$ cat src/rtl/ecc_scalar_mul_ctrl_if.sv
// Bundle for the scalar-multiply sequencer: the job side (start/k/p_in -> busy/done/result)
// and the request side towards the shared point add/double unit.
interface ecc_scalar_mul_ctrl_if;
  logic         start;
  logic [63:0]  k;
  logic [128:0] p_in;
  logic         busy;
  logic         done;
  logic [128:0] result;
  logic         ad_enable;
  logic [1:0]   ad_op;
  logic [128:0] ad_p;
  logic [128:0] ad_q;
  logic [128:0] ad_T;
  logic         ad_done;

  // Handshakes: start is a one-cycle request honoured only while busy is low; done is a
  // one-cycle pulse with result valid. ad_enable is a one-cycle request; ad_op/ad_p/ad_q
  // hold from ad_enable until the unit answers with a one-cycle ad_done carrying ad_T.
  modport slave (
    input  start, k, p_in, ad_T, ad_done,
    output busy, done, result, ad_enable, ad_op, ad_p, ad_q
  );

  modport master (
    output start, k, p_in, ad_T, ad_done,
    input  busy, done, result, ad_enable, ad_op, ad_p, ad_q
  );
endinterface

$ cat src/rtl/ecc_scalar_mul_ctrl.sv
// Left-to-right double-and-add sequencer: walks the scalar from its leading one downwards,
// issuing one double (and an add for each set bit) to the shared add/double unit.
module ecc_scalar_mul_ctrl (
  input  logic                 i_clk,
  input  logic                 i_rst_n,
  ecc_scalar_mul_ctrl_if.slave io_bus,
  output logic [2:0]           o_dbg_state
);
  localparam int         KW     = 64;
  localparam logic [1:0] OP_ADD = 2'd0;
  localparam logic [1:0] OP_DBL = 2'd2;

  typedef enum logic [2:0] {
    S_IDLE     = 3'd0,
    S_LOAD     = 3'd1,
    S_DBL_REQ  = 3'd2,
    S_DBL_WAIT = 3'd3,
    S_ADD_REQ  = 3'd4,
    S_ADD_WAIT = 3'd5,
    S_FIN      = 3'd6
  } state_t;

  state_t        r_state;
  state_t        w_next;
  logic [KW-1:0] r_kr;
  logic [128:0]  r_pr;
  logic [128:0]  r_acc;
  logic [128:0]  r_result;
  logic [5:0]    r_idx;
  logic [5:0]    w_msb;
  logic          w_trivial;
  logic          w_kbit;

  // Leading-one detect: the highest set bit wins because it is visited last.
  always_comb begin
    w_msb = '0;
    for (int i = 0; i < KW; i++) begin
      if (r_kr[i]) w_msb = 6'(i);
    end
  end

  assign w_trivial   = (r_kr == '0) || r_pr[128];
  assign w_kbit      = r_kr[r_idx];
  assign o_dbg_state = r_state;

  always_ff @(posedge i_clk or negedge i_rst_n) begin
    if (!i_rst_n) r_state <= S_IDLE;
    else          r_state <= w_next;
  end

  always_comb begin
    w_next = r_state;
    unique case (r_state)
      S_IDLE:     if (io_bus.start) w_next = S_LOAD;
      S_LOAD:     w_next = (w_trivial || (w_msb == 6'd0)) ? S_FIN : S_DBL_REQ;
      S_DBL_REQ:  w_next = S_DBL_WAIT;
      S_DBL_WAIT: begin
        if (io_bus.ad_done) begin
          if (w_kbit)              w_next = S_ADD_REQ;
          else if (r_idx == 6'd0)  w_next = S_FIN;
          else                     w_next = S_DBL_REQ;
        end
      end
      S_ADD_REQ:  w_next = S_ADD_WAIT;
      S_ADD_WAIT: begin
        if (io_bus.ad_done) w_next = (r_idx == 6'd0) ? S_FIN : S_DBL_REQ;
      end
      S_FIN:      w_next = S_IDLE;
      default:    w_next = S_IDLE;
    endcase
  end

  // The index only steps down once the bit it points at has been fully consumed:
  // after its double when the bit is clear, after its add when the bit is set.
  always_ff @(posedge i_clk or negedge i_rst_n) begin
    if (!i_rst_n) begin
      r_kr     <= '0;
      r_pr     <= '0;
      r_acc    <= '0;
      r_idx    <= '0;
      r_result <= '0;
    end else begin
      unique case (r_state)
        S_IDLE: begin
          if (io_bus.start) begin
            r_kr <= io_bus.k;
            r_pr <= io_bus.p_in;
          end
        end
        S_LOAD: begin
          if (w_trivial) begin
            r_acc <= {1'b1, 128'd0};
          end else begin
            r_acc <= r_pr;
            r_idx <= (w_msb == 6'd0) ? 6'd0 : w_msb - 6'd1;
          end
        end
        S_DBL_WAIT: begin
          if (io_bus.ad_done) begin
            r_acc <= io_bus.ad_T;
            if (!w_kbit && (r_idx != 6'd0)) r_idx <= r_idx - 6'd1;
          end
        end
        S_ADD_WAIT: begin
          if (io_bus.ad_done) begin
            r_acc <= io_bus.ad_T;
            if (r_idx != 6'd0) r_idx <= r_idx - 6'd1;
          end
        end
        S_FIN:   r_result <= r_acc;
        default: ;
      endcase
    end
  end

  // Result is presented straight from the accumulator in the done cycle, then held.
  always_comb begin
    io_bus.busy      = (r_state != S_IDLE);
    io_bus.done      = (r_state == S_FIN);
    io_bus.result    = (r_state == S_FIN) ? r_acc : r_result;
    io_bus.ad_enable = 1'b0;
    io_bus.ad_op     = OP_ADD;
    io_bus.ad_p      = '0;
    io_bus.ad_q      = '0;
    unique case (r_state)
      S_DBL_REQ, S_DBL_WAIT: begin
        io_bus.ad_enable = (r_state == S_DBL_REQ);
        io_bus.ad_op     = OP_DBL;
        io_bus.ad_p      = r_acc;
        io_bus.ad_q      = r_acc;
      end
      S_ADD_REQ, S_ADD_WAIT: begin
        io_bus.ad_enable = (r_state == S_ADD_REQ);
        io_bus.ad_op     = OP_ADD;
        io_bus.ad_p      = r_acc;
        io_bus.ad_q      = r_pr;
      end
      default: ;
    endcase
  end
endmodule
$ cat src/flat_wrapper.sv
// flat-port wrapper written by rule: the top's interface ports become plain ports
module ecc_scalar_mul_ctrl_flat 
  (i_clk, i_rst_n, o_dbg_state, io_bus_start, io_bus_k, io_bus_p_in, io_bus_ad_T, io_bus_ad_done, io_bus_busy, io_bus_done, io_bus_result, io_bus_ad_enable, io_bus_ad_op, io_bus_ad_p, io_bus_ad_q);
  ecc_scalar_mul_ctrl_if io_bus_i ();
  input  logic i_clk;
  input  logic i_rst_n;
  output logic [2:0] o_dbg_state;
  input wire logic [$bits(io_bus_i.start)-1:0] io_bus_start;
  input wire logic [$bits(io_bus_i.k)-1:0] io_bus_k;
  input wire logic [$bits(io_bus_i.p_in)-1:0] io_bus_p_in;
  input wire logic [$bits(io_bus_i.ad_T)-1:0] io_bus_ad_T;
  input wire logic [$bits(io_bus_i.ad_done)-1:0] io_bus_ad_done;
  output wire logic [$bits(io_bus_i.busy)-1:0] io_bus_busy;
  output wire logic [$bits(io_bus_i.done)-1:0] io_bus_done;
  output wire logic [$bits(io_bus_i.result)-1:0] io_bus_result;
  output wire logic [$bits(io_bus_i.ad_enable)-1:0] io_bus_ad_enable;
  output wire logic [$bits(io_bus_i.ad_op)-1:0] io_bus_ad_op;
  output wire logic [$bits(io_bus_i.ad_p)-1:0] io_bus_ad_p;
  output wire logic [$bits(io_bus_i.ad_q)-1:0] io_bus_ad_q;
  assign io_bus_i.start = io_bus_start;
  assign io_bus_i.k = io_bus_k;
  assign io_bus_i.p_in = io_bus_p_in;
  assign io_bus_i.ad_T = io_bus_ad_T;
  assign io_bus_i.ad_done = io_bus_ad_done;
  assign io_bus_busy = io_bus_i.busy;
  assign io_bus_done = io_bus_i.done;
  assign io_bus_result = io_bus_i.result;
  assign io_bus_ad_enable = io_bus_i.ad_enable;
  assign io_bus_ad_op = io_bus_i.ad_op;
  assign io_bus_ad_p = io_bus_i.ad_p;
  assign io_bus_ad_q = io_bus_i.ad_q;
  ecc_scalar_mul_ctrl u_core (.i_clk(i_clk), .i_rst_n(i_rst_n), .io_bus(io_bus_i), .o_dbg_state(o_dbg_state));
endmodule
$ cat config.mk
export PLATFORM = sky130hd
export DESIGN_NAME = ecc_scalar_mul_ctrl_flat
export DESIGN_NICKNAME = d
export VERILOG_FILES = /design/src/rtl/ecc_scalar_mul_ctrl_if.sv /design/src/rtl/ecc_scalar_mul_ctrl.sv /design/src/flat_wrapper.sv
export SDC_FILE = /design/constraint.sdc
export NUM_CORES = 1
export LEC_CHECK = 0
export CAP_MARGIN = 20
export CORE_MARGIN = 2
export CORE_UTILIZATION = 29
export DETAILED_ROUTE_END_ITERATION = 7
export GPL_ROUTABILITY_DRIVEN = 0
export PLACE_DENSITY_LB_ADDON = 0.2
export SYNTH_ARGS = -nofsm -noshare
export SYNTH_HDL_FRONTEND = slang
export SYNTH_SLANG_ARGS = --single-unit
$ cat constraint.sdc
create_clock -name i_clk -period 3.6 [get_ports i_clk]
set_input_delay 0.54 -clock i_clk [delete_from_list [all_inputs] [get_ports i_clk]]
set_output_delay 0.54 -clock i_clk [all_outputs]
set_load 0.005 [all_outputs]
==> impl_results.md, run 1 <==
* Outcome: finished clean
* Ys Warns at 0
* Post CTS Setup Buffer Count at 0
* WP data required at a little over 4000 ps
* Fin crit period at roughly 3400 ps
* Die ar. at about 79000 sq um
* Grt ovf at 0
* Switching power at between 10 and 15 mW
* DR vias/cell at just over 5
* Initial antenna violation count at 15
* Sequential group share of total power at 0.307
* Final net count at between 3000 and 4000
* Net Count, Synth at roughly 2600
* Yosys reg bits at 460
* Top FF cell, synth: dfrtp_1
* Site row count at 101
* Pin count of the biggest net entering global routing at around 140
* 1st-iter DRT viols at between 1500 and 2000
* Syn Std Cell Area at ~22000 sq um
* Sink Count at between 400 and 500
* Layout cells sized above 1 at 0.116
* Final clock skew at 11.9 ps
* Drt total wl at just over 90000 um
* Synthesized instance count at roughly 2300
* GRT Resource Usage Total at 0.226
* Final core occ at 0.430
* Cell family with most CP delay: simple AND/OR/NAND/NOR gates
* Post-synth EDFFs at 0
* Hold Buf Count CTS at 0
* Crit. End Element: register
* # setup viols final at 0
* Core area at ~76000 sq um
* Netlist cell types at 63
* Multi-input combinational cell area at roughly 10000 sq um
* TritonRoute pass-1 iters at 5
* Avg Cell Area, Syn at between 9 and 10 sq um
* Sw frac at 0.392
* Critical path buffer and inverter count at 1
* TNS Setup at 0 ps
* Final std cells w/o fill at roughly 4000
* Combinational share of power at 0.516
* DR vias at 20700
* DRC errors left at 0
* Int Pwr at 20.5 mW
* Final hold vios at 0
* CTS tree: built
* Max_slew headroom at 0.263
* Tcrit/Tclk final at 0.953
* Crit-path max cell delay at between 600 and 700 ps
* Clk root buf: clkbuf_16
* Post-Place Cells at 3922
* Clock Latency Late Sink at between 500 and 600 ps
* Crit path kind: register to register
* Crit-path max FO at about 130
* Static Leak at between 10 and 15 nW
* Seq. cell area at around 12000 sq um
* # H-tree levels at 2
* Hold WS at 10.6 ps
* Fillers at roughly 7400
* Worst setup SP type: register
* Clock Pin Slew Worst Setup and Hold Paths at approximately 60 ps
* Vias in the first global route at approximately 20000
* Clock Power Share at 0.177
* Dpl hpwl at between 60000 and 70000 um
* Post-synthesis sequential area ratio at 0.518
* Clock tree buffer depth at 3
* Die X at around 280 um
* MaxCap Viol Count at 0
* Share of the synthesized area in the top cell type at 0.518
* Leading area contributor after synthesis: dfrtp_1
* Wire length per cell at between 20 and 25 um
* Most common cell after layout, fill and taps aside: clkdlybuf4s50_1
* Chip height at ~280 um
* DRT antenna net count at 0
* Fmax achieved at 291 MHz
* Worst path cell trace: nor4_1 > nand4_1 > nor4_2 > a41oi_4 > buf_12 > o21ai_1 > mux2_2
* RSZ-0062 raised after global routing: false
* IO Pins at 721
* Area growth from synthesis to final layout at 46.9%
* Initial Util at 0.293
* Most frequent cells in the layout: clkdlybuf4s50_1, nand2_1, dfrtp_1, mux2_2, nor2_1
* Ranking of synthesized cells by area: dfrtp_1, nand2_1, mux2_2
* Critical path data arrival time at between 3000 and 4000 ps
* Least-Margin Pin Slew at between 1000 and 1500 ps
* Worst VDD drop at 0.623 mV
* Share of flip-flops with an asynchronous set or reset at 1.00
* IO Port Bufs at slightly above 700
* Pwr Density at 1030 nW/um^2
* CTS Buf Count at 55
* First-pass GRT wire length at about 140000 um
* Pins Over Slew Limit at 0
* Max stage delay cell, worst path: nor4_1
* Worst min path class: input pin to asynchronous set/reset pin
[cells in the mapped netlist (2+ instances only)]
library cell / n
buf_6: 3
mux2_2: 179
a21oi_1: 17
nand3_1: 134
o21a_1: 6
or2_2: 2
o22ai_1: 3
buf_1: 21
ha_1: 3
mux4_1: 2
clkbuf_1: 151
o211ai_1: 7
o31ai_1: 4
a31oi_1: 131
or3_1: 5
a221oi_1: 2
o311ai_1: 2
inv_1: 24
o21ai_1: 5
a2111oi_0: 2
nand4_1: 4
nand2b_1: 8
dfrtp_1: 460
or4_1: 3
nor2_1: 166
nor4_1: 18
mux2i_1: 11
a21o_1: 3
mux4_2: 15
nor2b_1: 9
a211oi_1: 5
nand2_1: 552
o21ai_0: 33
nor4b_1: 2
and2_1: 130
o2111ai_1: 5
o221ai_1: 2
buf_2: 2
nor3_1: 20
a22o_1: 130
nor4_2: 3
[power groups by stage]
stage / registers (mW) / clock network (mW) / logic [mW]
global route: 10.7 / 6.34 / 18.7
detailed placement: 10.3 / 0 / 17.4
CTS: 10.3 / 6.13 / 17.5
floorplan: 9.26 / 0 / 8.72
global placement: 10.2 / 0 / 17.4
finish: 10.3 / 5.96 / 17.4
[cells by family (layout without fill, tap and decap cells)]
family	Yosys count	count (layout)	synth area share
flip-flops	460	460	0.518
AO/OA/AOI/OAI	367	367	0.119
adder cells (fa/ha/maj)	3	3	0.00169
XOR/XNOR	2	2	0.000788
buffers and inverters	203	888	0.0356
other	1	14	0.000169
AND/OR/NAND/NOR	1063	1063	0.211
multiplexers	207	207	0.113
[worst reg2reg max path, cell delays in order, from the launching register on]
cell	delay (ps)
dfrtp_1	460
nor4_1	650
nand4_1	280
nor4_2	540
a41oi_4	230
buf_12	280
o21ai_1	750
mux2_2	190
[stage by stage]
step	setup slack, ps	total power [mW]	instance area (sq um)
floorplan	938	18.0	22200
finish	168	33.7	32700
detailed placement	326	27.8	30700
global placement	363	27.6	30700
global route	13.6	35.7	32600
CTS	40.0	33.9	32600
[final timing paths]
path | cells past startpoint | from | endpoint | slack [ps]
max | 7 | u_core.r_kr[48] | u_core.r_acc[128] | 170
min | 1 | i_rst_n | u_core.r_pr[63] | 10
max reg2reg | 7 | u_core.r_kr[48] | u_core.r_acc[128] | 170
min reg2reg | 2 | u_core.r_result[20] | u_core.r_result[20] | 470
max in group asynchronous | 2 | i_rst_n | u_core.r_result[67] | 2640
min in group i_clk | 2 | u_core.r_result[20] | u_core.r_result[20] | 470
[sequential cells by signal (all words and copies together), names as in the netlist]
signal and cells:
u_core.r_pr 129, u_core.r_result 129, u_core.r_idx 6, u_core.r_kr 64
u_core.r_acc 129, u_core.o_dbg_state 3
[cell type report]
class | instances | area share
diodes | 13 | 0.000996
clock inverters | 19 | 0.00870
inverters | 25 | 0.00295
flip-flops and latches | 460 | 0.353
well taps | 1030 | 0.0395
multi-input cells | 1643 | 0.306
clock buffers | 80 | 0.0503
repair buffers | 764 | 0.239
[timing repair]
action | 4_1_cts | 5_1_grt
setup endpoints to repair | 0 | 43
gates resized for setup | 0 | 3
endpoints found under the hold margin | 0 | 0
[routing by layer]
layer / vias to the layer above / GRT usage / share of wire
li1: 9323 / - / -
met1: 10400 / 0.291 / 0.41
met2: 836 / 0.380 / 0.49
met3: 152 / 0.0471 / 0.071
met4: 8 / 0.0725 / 0.031
met5: - / 0 / 0.00057
Note: power is estimated with default switching activity, not from simulation.
==> run 2: changes to the inputs <==
--- a/config.mk
+++ b/config.mk
@@ -11,6 +11,7 @@
 export DETAILED_ROUTE_END_ITERATION = 7
 export GPL_ROUTABILITY_DRIVEN = 0
 export PLACE_DENSITY_LB_ADDON = 0.2
+export SLEW_MARGIN = 20
 export SYNTH_ARGS = -nofsm -noshare
 export SYNTH_HDL_FRONTEND = slang
 export SYNTH_SLANG_ARGS = --single-unit
==> results of run 2 <==
The final DEF is identical to that of run 1; final timing and power are the same.
==> run 3: changes to the inputs <==
--- a/config.mk
+++ b/config.mk
@@ -6,11 +6,13 @@
 export NUM_CORES = 1
 export LEC_CHECK = 0
 export CAP_MARGIN = 20
-export CORE_MARGIN = 2
+export CORE_ASPECT_RATIO = 1.5
+export CORE_MARGIN = 3
 export CORE_UTILIZATION = 29
 export DETAILED_ROUTE_END_ITERATION = 7
 export GPL_ROUTABILITY_DRIVEN = 0
 export PLACE_DENSITY_LB_ADDON = 0.2
+export SKIP_CTS_REPAIR_TIMING = 1
 export SLEW_MARGIN = 20
 export SYNTH_ARGS = -nofsm -noshare
 export SYNTH_HDL_FRONTEND = slang
==> run 3 against run 2 <==
  * Core utilization decreased by 0.11 points
  * Combinational power about the same
  * Register-to-register slack improved by 240 ps
  * Flip-flop and latch count unchanged
  * Design area decreased by 0.97%
  * Largest cell class unchanged
  * Largest power group unchanged
==> impl_results.md, run 3 (synthesized netlist as in run 1, its figures left out) <==
* Outcome: finished clean
* Crit path kind: register to primary output
* IO Port Bufs at around 720
* Core area at around 75000 sq um
* Clock tree buffer depth at 3
* Static Leak at around 13 nW
* GRT Resource Usage Total at 0.226
* Tcrit/Tclk final at 0.964
* DR vias at 20800
* First-pass GRT wire length at ~140000 um
* Clock Pin Slew Worst Setup and Hold Paths at 60 ps
* IO Pins at approximately 700
* FF-to-FF path depth at 11
* DRC errors left at 0
* Chip height at approximately 350 um
* Wire length per cell at between 20 and 25 um
* Vias in the first global route at about 21000
* Critical path data arrival time at around 3000 ps
* Worst path cell trace: nor2b_4 > buf_12 > a22o_1 > clkdlybuf4s50_1
* Int Pwr at just under 20 mW
* Biggest regs: u_core.r_acc: 129 flops, u_core.r_pr: 129 flops, u_core.r_result: 129 flops
* Hold Path End: u_core.r_result[88]
* Switching power at roughly 13 mW
* Final hold vios at 0
* CTS Buf Count at 50
* Pwr Density at between 1000 and 1500 nW/um^2
* Area growth from synthesis to final layout at 45.4%
* Max stage delay cell, worst path: dfrtp_1
* Die X at about 230 um
* Crit-path max FO at 82
* R2r setup slk at about 410 ps
* Least-Margin Pin Slew at between 800 and 900 ps
* Post-Place Cells at 3895
* Fin crit period at around 3500 ps
* DRT antenna net count at 0
* Crit. End Element: primary output
* Worst setup SP type: register
* Die ar. at about 80000 sq um
* Most common cell after layout, fill and taps aside: clkdlybuf4s50_1
* Reg2reg start: u_core.r_kr[7]
* Fmax achieved at between 200 and 300 MHz
* Sink Count at between 400 and 500
* Min-delay src: u_core.r_result[88]
* 1st-iter DRT viols at about 1500
* Sequential group share of total power at 0.313
* Pins Over Slew Limit at 0
* Worst min path class: register to register
* Layout cells sized above 1 at 0.114
* Hold Path Cell Cnt at 2
* Crit-path max cell delay at between 600 and 700 ps
* Sw frac at 0.398
* Drt total wl at about 94000 um
* Final clock skew at slightly above 20 ps
* Clk root buf: clkbuf_16
* Final worst slack at roughly 130 ps
* # setup viols final at 0
* Final net count at between 3000 and 4000
* Most frequent cells in the layout: clkdlybuf4s50_1, nand2_1, dfrtp_1, mux2_2, nor2_1
* RSZ-0062 raised after global routing: false
* Combinational share of power at 0.529
* Max_slew headroom at 0.407
* Clock Power Share at 0.157
* Final total power at around 33 mW
* Clock Latency Late Sink at approximately 600 ps
* Dpl hpwl at 65000 um
* Worst VDD drop at between 0.6 and 0.7 mV
* MaxCap Viol Count at 0
* Pre-CTS setup slack at about 470 ps
* Grt ovf at 0
* DR vias/cell at 5.21
* Site row count at 123
* Pin count of the biggest net entering global routing at 118
* Initial Util at 0.295
* Final std cells w/o fill at 3999
* TNS Setup at 0 ps
* Placed inst area at slightly above 30000 sq um
* Reg2reg end: u_core.r_idx[2]
* CTS tree: built
* TritonRoute pass-1 iters at 5
* # H-tree levels at 2
* Final Cell Area at ~32000 sq um
* Initial antenna violation count at 18
* WP data required at about 3100 ps
-- run 3: cell count changes in the layout (fill, tap and decap cells not counted), sizes merged, moves of 2 or more --
cell	change
diode	-2
bufinv	-6
buf	+3
inv	+2
clkbuf	-4
-- run 3: power by group through the flow --
stage	clock network, mW	logic, mW	registers [mW]
6_report	5.18	17.4	10.3
3_3_place_gp	0	17.4	10.2
5_1_grt	5.55	18.8	10.6
3_5_place_dp	0	17.5	10.3
2_1_floorplan	0	8.72	9.26
4_1_cts	5.34	17.6	10.2
-- run 3: how the worst max path moves through the flow --
stage / to / startpoint / cells after the start
6_report: io_bus_ad_q[102] / u_core.o_dbg_state[2] / 4
5_1_grt: io_bus_result[74] / u_core.o_dbg_state[2] / 6
4_1_cts: io_bus_result[118] / u_core.o_dbg_state[0] / 6
3_5_place_dp: u_core.r_idx[2] / u_core.r_kr[56] / 12
3_3_place_gp: u_core.r_idx[2] / u_core.r_kr[7] / 11
2_1_floorplan: u_core.r_idx[3] / u_core.r_idx[0] / 10
-- run 3: through the flow --
step / hold WS [ps] / util
final: 470 / 0.429
after CTS: -91.5 / 0.428
after global placement: 454 / 0.407
after floorplan: 244 / -
after detailed placement: 458 / 0.407
after global routing: 482 / 0.429
-- run 3: worst max-delay path: cells and delay by family, from the launching register on --
| kind | cells | cell delay [ps] |
|---|---|---|
| buf+inv | 2 | 910 |
| flops | 1 | 640 |
| simple gates | 1 | 320 |
| compound gates | 1 | 230 |
-- run 3: cell type report --
type                       instances  area (sq um)
fill                            7296         43100
sequential                       460         11500
multi-input combinational       1643         10000
timing repair buffer             768          7830
clock buffer                      76          1490
tap                             1000          1250
clock inverter                    16           125
inverter                          25          96.3
antenna                           11          27.5
-- run 3: metal layers --
| layer | GRT usage | part of all wire | routed length (um) | up-vias |
|---|---|---|---|---|
| met2 | 0.392 | 0.50 | 47000 | 959 |
| met5 | 0 | 0.00091 | 86 | - |
| met3 | 0.0513 | 0.075 | 7030 | 208 |
| met1 | 0.268 | 0.38 | 36000 | 10300 |
| met4 | 0.0902 | 0.041 | 3890 | 12 |
| li1 | - | - | - | 9309 |
